--- src/rtl/io_result_tx_if.sv ---
// Outbound score stream between the result controller and the host.
//
// Handshake: a word moves on every rising clk edge where io_valid and
// io_ready are both high. The master raises io_valid without waiting for
// io_ready. While io_valid is high and io_ready is low, the master holds
// io_data and io_last stable. io_valid stays high until that transfer has
// happened. io_last marks the final word of a frame.
interface io_result_tx_if #(
  parameter int DATA_W = 16
) ();
  logic              io_valid;
  logic              io_ready;
  logic [DATA_W-1:0] io_data;
  logic              io_last;

  modport master (output io_valid, output io_data, output io_last, input io_ready);
  modport slave  (input io_valid, input io_data, input io_last, output io_ready);
endinterface

--- src/rtl/io_result_tx.sv ---
// Result transmit controller: buffers the classifier scores, tracks the argmax,
// interrupts the host, then streams the scores out and pulses done.
module io_result_tx #(
  parameter int NUM_WORDS = 10,
  parameter int DATA_W    = 16,
  parameter int IDX_W     = $clog2(NUM_WORDS),
  parameter int CNT_W     = $clog2(NUM_WORDS + 1)
) (
  input  logic              clk,
  input  logic              rst_n,
  input  logic              res_wr_en,
  input  logic [DATA_W-1:0] res_wr_data,
  input  logic              cnn_done,
  input  logic              host_ack,
  io_result_tx_if.master    io,
  output logic              interrupt,
  output logic [IDX_W-1:0]  class_idx,
  output logic              busy,
  output logic              done,
  output logic              overflow,
  output logic [1:0]        state_dbg
);

  typedef enum logic [1:0] {
    S_IDLE   = 2'd0,
    S_NOTIFY = 2'd1,
    S_SEND   = 2'd2,
    S_FINISH = 2'd3
  } state_t;

  state_t            state, state_n;
  logic [CNT_W-1:0]  wr_ptr, wr_ptr_n;
  logic [CNT_W-1:0]  rd_ptr, rd_ptr_n;
  logic [DATA_W-1:0] max_q, max_n;
  logic [IDX_W-1:0]  class_idx_n;
  logic              overflow_n, interrupt_n, busy_n, done_n;
  logic              io_valid_q, io_valid_n;
  logic [DATA_W-1:0] io_data_q, io_data_n;
  logic              io_last_q, io_last_n;
  logic              mem_we;
  logic [DATA_W-1:0] score_mem [NUM_WORDS];

  assign io.io_valid = io_valid_q;
  assign io.io_data  = io_data_q;
  assign io.io_last  = io_last_q;
  assign state_dbg   = state;

  // Score buffer write port; only accepted writes in IDLE reach it.
  always_ff @(posedge clk) begin
    if (mem_we) score_mem[wr_ptr[IDX_W-1:0]] <= res_wr_data;
  end

  // Next-state and next-output logic; every output is registered below.
  always_comb begin
    state_n     = state;
    wr_ptr_n    = wr_ptr;
    rd_ptr_n    = rd_ptr;
    max_n       = max_q;
    class_idx_n = class_idx;
    overflow_n  = overflow;
    interrupt_n = interrupt;
    io_valid_n  = io_valid_q;
    io_data_n   = io_data_q;
    io_last_n   = io_last_q;
    done_n      = 1'b0;
    mem_we      = 1'b0;

    case (state)
      S_IDLE: begin
        if (res_wr_en) begin
          if (wr_ptr < CNT_W'(NUM_WORDS)) begin
            mem_we   = 1'b1;
            wr_ptr_n = wr_ptr + CNT_W'(1);
            if (wr_ptr == '0) begin
              // First word of a frame: restart the argmax and clear the sticky flag.
              max_n       = res_wr_data;
              class_idx_n = '0;
              overflow_n  = 1'b0;
            end else if ($signed(res_wr_data) > $signed(max_q)) begin
              // Strictly greater only, so ties keep the lowest index.
              max_n       = res_wr_data;
              class_idx_n = wr_ptr[IDX_W-1:0];
            end
          end else begin
            overflow_n = 1'b1;
          end
        end
        // An empty frame is ignored; a write in the same cycle makes it non-empty.
        if (cnn_done && (wr_ptr != '0 || res_wr_en)) begin
          state_n     = S_NOTIFY;
          interrupt_n = 1'b1;
        end
      end

      S_NOTIFY: begin
        if (res_wr_en) overflow_n = 1'b1;
        if (host_ack) begin
          state_n     = S_SEND;
          interrupt_n = 1'b0;
          io_valid_n  = 1'b1;
          io_data_n   = score_mem[0];
          io_last_n   = (wr_ptr == CNT_W'(1));
        end
      end

      S_SEND: begin
        if (res_wr_en) overflow_n = 1'b1;
        if (io_valid_q && io.io_ready) begin
          if (io_last_q) begin
            io_valid_n = 1'b0;
            state_n    = S_FINISH;
            done_n     = 1'b1;
          end else begin
            rd_ptr_n  = rd_ptr + CNT_W'(1);
            io_data_n = score_mem[rd_ptr_n[IDX_W-1:0]];
            io_last_n = (rd_ptr_n == wr_ptr - CNT_W'(1));
          end
        end
      end

      S_FINISH: begin
        if (res_wr_en) overflow_n = 1'b1;
        state_n  = S_IDLE;
        wr_ptr_n = '0;
        rd_ptr_n = '0;
      end

      default: state_n = S_IDLE;
    endcase

    busy_n = (state_n != S_IDLE);
  end

  // State and output registers with synchronous active-low reset.
  always_ff @(posedge clk) begin
    if (!rst_n) begin
      state      <= S_IDLE;
      wr_ptr     <= '0;
      rd_ptr     <= '0;
      max_q      <= '0;
      class_idx  <= '0;
      overflow   <= 1'b0;
      interrupt  <= 1'b0;
      busy       <= 1'b0;
      done       <= 1'b0;
      io_valid_q <= 1'b0;
      io_data_q  <= '0;
      io_last_q  <= 1'b0;
    end else begin
      state      <= state_n;
      wr_ptr     <= wr_ptr_n;
      rd_ptr     <= rd_ptr_n;
      max_q      <= max_n;
      class_idx  <= class_idx_n;
      overflow   <= overflow_n;
      interrupt  <= interrupt_n;
      busy       <= busy_n;
      done       <= done_n;
      io_valid_q <= io_valid_n;
      io_data_q  <= io_data_n;
      io_last_q  <= io_last_n;
    end
  end

endmodule
--- src/flat_wrapper.sv ---
// flat-port wrapper written by rule: the top's interface ports become plain ports
module io_result_tx_flat 
#(
  parameter int NUM_WORDS = 10,
  parameter int DATA_W    = 16,
  parameter int IDX_W     = $clog2(NUM_WORDS),
  parameter int CNT_W     = $clog2(NUM_WORDS + 1)
)
  (clk, rst_n, res_wr_en, res_wr_data, cnn_done, host_ack, interrupt, class_idx, busy, done, overflow, state_dbg, io_io_valid, io_io_data, io_io_last, io_io_ready);
  io_result_tx_if #(.DATA_W(DATA_W)) io_i ();
  input  logic clk;
  input  logic rst_n;
  input  logic res_wr_en;
  input  logic [DATA_W-1:0] res_wr_data;
  input  logic cnn_done;
  input  logic host_ack;
  output logic interrupt;
  output logic [IDX_W-1:0] class_idx;
  output logic busy;
  output logic done;
  output logic overflow;
  output logic [1:0] state_dbg;
  output wire logic [$bits(io_i.io_valid)-1:0] io_io_valid;
  output wire logic [$bits(io_i.io_data)-1:0] io_io_data;
  output wire logic [$bits(io_i.io_last)-1:0] io_io_last;
  input wire logic [$bits(io_i.io_ready)-1:0] io_io_ready;
  assign io_io_valid = io_i.io_valid;
  assign io_io_data = io_i.io_data;
  assign io_io_last = io_i.io_last;
  assign io_i.io_ready = io_io_ready;
  io_result_tx #(.NUM_WORDS(NUM_WORDS), .DATA_W(DATA_W), .IDX_W(IDX_W), .CNT_W(CNT_W)) u_core (.clk(clk), .rst_n(rst_n), .res_wr_en(res_wr_en), .res_wr_data(res_wr_data), .cnn_done(cnn_done), .host_ack(host_ack), .io(io_i), .interrupt(interrupt), .class_idx(class_idx), .busy(busy), .done(done), .overflow(overflow), .state_dbg(state_dbg));
endmodule
--- config.mk ---
export PLATFORM = sky130hd
export DESIGN_NAME = io_result_tx_flat
export DESIGN_NICKNAME = d
export VERILOG_FILES = /design/src/rtl/io_result_tx_if.sv /design/src/rtl/io_result_tx.sv /design/src/flat_wrapper.sv
export SDC_FILE = /design/constraint.sdc
export NUM_CORES = 1
export LEC_CHECK = 0
export ABC_AREA = 1
export BUFFER_PORTS_ARGS = -buffer_cell sky130_fd_sc_hd__buf_4
export CAP_MARGIN = 20
export CORE_MARGIN = 2
export CORE_UTILIZATION = 42
export CTS_CLUSTER_DIAMETER = 100
export DETAILED_ROUTE_END_ITERATION = 12
export GPL_TIMING_DRIVEN = 0
export REMOVE_ABC_BUFFERS = 1
export SYNTH_ARGS = -nofsm -noshare
export SYNTH_HDL_FRONTEND = slang
export SYNTH_SLANG_ARGS = --single-unit
--- constraint.sdc ---
create_clock -name clk -period 7.2 [get_ports clk]
set_clock_uncertainty 0.15 [all_clocks]
set_input_delay 1.08 -clock clk [delete_from_list [all_inputs] [get_ports clk]]
set_output_delay 1.08 -clock clk [all_outputs]
set_load 0.02 [all_outputs]
# Word-level counts from Yosys, hierarchy flattened

Memory sizes are Yosys's and may differ from the RTL's.
Index checks and enable logic that the tools add are counted.

Multiplexer cells: 41
$mul: 0
$add $sub $neg: 3
Div/mod/pow operators: 0
Equality and inequality tests: 14
Bitwise gates (word level): 0
Shifts and indexed selects: 0
Magnitude comparators: 2
Reduce and logical (&&, ||, !) cells: 22

Operators with widths:

| operator                                                                | count |
|---|---|
| 16-bit 2-to-1 mux                                                       | 5 |
| 16-bit one-hot mux with 2 select lines                                  | 1 |
| 4-bit 2-to-1 mux                                                        | 6 |
| 1-bit 2-to-1 mux                                                        | 18 |
| 3-bit AND reduction                                                     | 6 |
| 16-bit > comparator                                                     | 1 |
| 4-bit one-hot mux with 2 select lines                                   | 2 |
| 4-bit AND reduction                                                     | 3 |
| 2-bit nonzero test                                                      | 6 |
| 2-bit by 1-bit inequality test with 1-bit output, second input constant | 5 |
| 4-bit by 1-bit adder with 4-bit output, second input constant           | 2 |
| 2-bit 2-to-1 mux                                                        | 4 |
| 1-bit one-hot mux with 2 select lines                                   | 4 |
| 2-bit one-hot mux with 4 select lines                                   | 1 |
| 2-bit inequality test, second input constant                            | 3 |
| 2-bit == test, second input constant                                    | 2 |
| 4-bit by 1-bit == test with 1-bit output, second input constant         | 1 |
| 4-bit == test                                                           | 1 |
| 4-bit logical NOT                                                       | 1 |
| 4-bit less-than comparator, second input constant                       | 1 |
| 4-bit nonzero test                                                      | 1 |
| 4-bit by 1-bit subtractor with 4-bit output, second input constant      | 1 |
| 3-bit inequality test, second input constant                            | 1 |
| 3-bit OR reduction                                                      | 1 |
| other kinds (4)                                                         | 5 |

Bits in latches: 0
Memories kept: 1
Register bits after elaboration: 52
Input bits: 22
ROM bits: 0
Word-level logic and storage cells: 95
Bits in writable memories: 160

Memory list:

| memory           | depth | bits a word | rd ports | clocked after Yosys merged registers in | write ports | RTL line           | RTL |
|---|---|---|---|---|---|---|---|
| u_core.score_mem | 10    | 16          | 2        | 0                                       | 1           | io_result_tx.sv:41 | `logic [DATA_W-1:0] score_mem [NUM_WORDS];` |

# Depth between registers and ports, before layout

Depth in word-level cells: 6
Depth in mapped cells: 18
Mapped depth without buffers: 17

# Least setup slack after synthesis

OpenSTA, ideal clock, no wires.

Path type: input to register
Start: input port res_wr_en
End: memory u_core.score_mem[4][0], enable pin
Slack: 3.966 ns
Arrival time: 2.675 ns
Data required time: 6.641 ns
Path buffers: 1
Stages on the path: 5
Path through: inv_1 nor2_1 inv_2 clkbuf_1 nor3_1

Cells in the longest elaborated chain, start to end: 4

RTL lines:

| what                                   | RTL line           | RTL |
|---|---|---|
| start: declaration                     | flat_wrapper.sv:13 | `input logic res_wr_en;` |
| 1-bit 2-to-1 mux                       | io_result_tx.sv:70 | `if (res_wr_en) begin` |
| 1-bit 2-to-1 mux                       | io_result_tx.sv:68 | `case (state)` |
| 1-bit 2-to-1 mux                       | io_result_tx.sv:50 | `if (mem_we) score_mem[wr_ptr[IDX_W-1:0]] <= res_wr_data;` |
| 1-bit 2-to-1 mux (implied by the code) | io_result_tx.sv:50 |  |
| end: declaration                       | io_result_tx.sv:41 |  |

No other way between the ends.

# Final worst setup path

Start: register u_core.state[1], in the netlist u_core.state_dbg[1]
End: register u_core.io_data_q[5], in the netlist u_core.io.io_data[5]

Cells in the longest elaborated chain, start to end: 3
Elaborated cells on any way between the ends: 8
Those cells by class: eq/ne: 5; mux: 1; reduce/logical: 2

RTL lines:

| what                                                                      | RTL line            | RTL |
|---|---|---|
| start: declaration                                                        | io_result_tx.sv:31  | `state_t state, state_n;` |
| start signal: assignment                                                  | io_result_tx.sv:150 | `state <= state_n;` |
| 2-bit == test or 2-bit by 1-bit == test with 1-bit output (tied branches) | io_result_tx.sv:68  |  |
| 2-bit inequality test (no line), or another cell as far along             | n/a                 |  |
| 4-bit AND reduction (no line)                                             | n/a                 |  |
| end signal: assignment                                                    | io_result_tx.sv:160 | `io_data_q <= io_data_n;` |
| end: declaration                                                          | io_result_tx.sv:38  | `logic [DATA_W-1:0] io_data_q, io_data_n;` |

Parallel ways exist; a longest one is shown, timed or not.
A chain may end at the register's enable or synchronous reset.

==> summary.md <==
| Metric | Value |
|---|---|
| Status | `complete, no violations` |
| Drt pass-1 iters | `6` |
| Number of synthesized flops with an enable pin | `160` |
| Dpl cells | `approximately 1200` |
| First-pass GRT wire length | `32.7 mm` |
| Final ANT Viol Nets | `0` |
| Core area | `around 21000 sq um` |
| Critical path's largest stage delay | `roughly 740 ps` |
| CTS Buffer Depth | `3` |
| Warnings, synthesis | `0` |
| Vias per inst | `5.18` |
| Resize count post-CTS | `0` |
| Commonest cells after routing, fill and taps aside | `nor2_1 (177), edfxtp_1 (160), nand2_1 (107)` |
| Power per cell area | `265 nW/um^2` |
| Worst Setup SP | `u_core.state_dbg[1]` |
| # diodes | `0` |
| # rows | `53` |
| Final Slew Violations | `0` |
| Reg2reg setup slack | `~3700 ps` |
| CP Data Required Time | `7410 ps` |
| Min Tclk post-route | `3520 ps` |
| Slowest CP cell | `clkinv_1` |
| Routed WL | `21.1 mm` |
| Die area | `22900 sq um` |
| Fin cells | `about 1200` |
| Gr usage total | `18.9%` |
| Ratio of cells with drive above 1 in the final layout | `about 16%` |
| Static leakage | `3.94 nW` |
| Antenna violations before repair | `0` |
| Clock sink count | `~210` |
| #FFs+latches synth | `212` |
| Via Count | `6294` |
| DRT iter0 DRCs | `445` |
| CTS Buf Count | `24` |
| Ys flop type | `edfxtp_1` |
| Tot Pwr | `2.81 mW` |
| Hpwl dp | `12.9 mm` |
| Hold Path Stages | `2` |
| Die W | `151 microns` |
| CP Buf/Inv Count | `2` |
| Vias in the first global route | `5931` |
| Cts hold-fix bufs | `0` |
| H-tree lvl count | `1` |
| R2r worst-path depth | `7` |
| CP Depth | `7` |
| Final hold vios | `0` |
| Yosys top cell area share | `52.8%` |
| Setup crit end kind | `flop` |
| Netlist Area Pre-Place | `9100 sq um` |
| Max Clk Rate | `roughly 280 MHz` |
| Distinct cells, synth | `34` |
| Initial Utilization | `43.0%` |
| Post-Syn Instances | `approximately 900` |
| Worst Max-Slew Pin Slew | `slightly above 1000 ps` |
| Total of max-cap violations | `0` |
| Commonest non-fill, non-tap cell in the layout | `nor2_1` |
| Final RePlAce weighted congestion | `0.779` |
| Sequential share of the synthesized area | `64.2%` |
| Synth area leaders | `edfxtp_1 (53%), dfxtp_1 (11%), nor2_1 (7.3%)` |
| Fillers | `about 1900` |
| Max IR drop VDD | `0.000155 V` |
| Port Buffers | `49` |
| Reg2Reg Launch Point | `u_core.state_dbg[1]` |
| Clk Latency, worst-skew pair | `510 ps` |
| DIE HEIGHT | `151 microns` |
| Final setup fails | `0` |
| Slew headroom | `31.8%` |
| Post-Syn Area per Cell | `10.4 sq um` |
| Final setup margin | `roughly 3700 ps` |
| Worst Path Max Fanout | `35` |
| Number of I/O pins | `50` |
| Worst-path clk slew | `60 ps` |
| Largest net degree at the start of global routing | `86` |
| DRC viols | `0` |
| Post-synth ARST share | `0%` |
| Reg-to-reg endpoint | `u_core.io.io_data[5]` |
| Worst Setup EP | `u_core.io.io_data[5]` |
| Fin Hold WS | `roughly 310 ps` |
| Post-CTS Setup Bufs | `0` |
| CTS root buffer | `clkbuf_16` |
| DP Worst Slack | `3670 ps` |
| RSZ-0062 raised after global routing | `no` |
| CTS tree | `done` |
| Critical path data arrival time | `3730 ps` |
| Setup TNS | `0 ps` |
| Grt total ovfl | `0` |
| Crit-path cells | `inv_2 > nor2_4 > nand2_1 > nand2_2 > clkinv_1 > o211ai_1 > a21oi_1` |
| Area added between synthesis and finish | `16.7%` |
| Most area-hungry cell type in the Yosys netlist | `edfxtp_1` |
| Final worst path period share | `48.9%` |
| CP Class | `reg -> reg` |
| Fin nets | `966` |
| Family with the most delay on the worst path | `simple AND/OR/NAND/NOR gates` |
| Worst hold path type | `reg -> reg` |
| Crit path launch type | `flop` |
| DR WL/cell | `17.3 microns` |
-- per-stage QoR --
step	util (%)	cell area (sq um)
after floorplan	-	8910
after global placement	45.5	9620
after detailed placement	46.7	9890
after CTS	50.2	10600
after global routing	50.2	10600
final	50.2	10600
-- area by class of cell --
cell class                 instances  area (sq um)  area share (%)
timing repair buffer              65           581            5.46
clock buffer                      35           693            6.52
tap                              275           344            3.24
sequential                       212          5850            55.1
clock inverter                     8          43.8           0.412
multi-input combinational        556          2870            27.0
inverter                          64           243            2.28
-- worst min-delay path: stages, from the launching register on --
cell	delay, ps
dfxtp_1	310
nand2_1	60
a21oi_1	50
-- where the power goes --
group,total [mW],switching (mW),internal (mW)
logic,0.287,0.186,0.101
registers,1.40,0.0254,1.37
clock network,1.13,0.464,0.667
-- per-layer routing --
layer,GRT usage [%],vias to the layer above,wire length [microns]
li1,-,3113,-
met1,24.9,3006,9370
met4,5.51,0,449
met2,33.0,142,10400
met5,0,-,0
met3,2.02,33,826
-- Yosys cell counts (17+ instances only) --
cell / number
a21oi_1: 36
clkbuf_1: 18
dfxtp_1: 52
edfxtp_1: 160
ha_1: 21
inv_1: 54
nand2_1: 107
nand3_1: 45
nor2_1: 178
o211ai_1: 49
o21ai_0: 70
or2_2: 17
-- worst min path at each step --
| stage | from | to |
|---|---|---|
| 6_report | u_core.io.io_data[8] | u_core.io.io_data[8] |
| 5_1_grt | u_core.io.io_data[15] | u_core.io.io_data[15] |
| 4_1_cts | u_core.io.io_data[11] | u_core.io.io_data[11] |
| 3_5_place_dp | u_core.io.io_data[11] | u_core.io.io_data[11] |
| 3_3_place_gp | u_core.io.io_data[8] | u_core.io.io_data[8] |
| 2_1_floorplan | u_core.rd_ptr[3] | u_core.rd_ptr[3] |
-- cell families (layout without fill, tap and decap cells) --
logic type / count (synthesis) / in the layout / share of synthesized area (%)
AOI/OAI and AO/OA: 161 / 161 / 10.4
and+or+nand+nor: 370 / 370 / 17.2
xor gates and xnor gates: 4 / 4 / 0.467
buffers and inverters: 107 / 172 / 4.82
DFF: 212 / 212 / 64.2
adders and majority gates: 21 / 21 / 2.89
-- registers in the layout (all words and copies together) (netlist names), 2 cells and up --
name               count
u_core.class_idx       4
u_core.max_q          16
u_core.rd_ptr          4
u_core.io.io_data     16
u_core.score_mem     160
u_core.wr_ptr          4
u_core.state_dbg       2
Power figures use the tool's default switching activity.
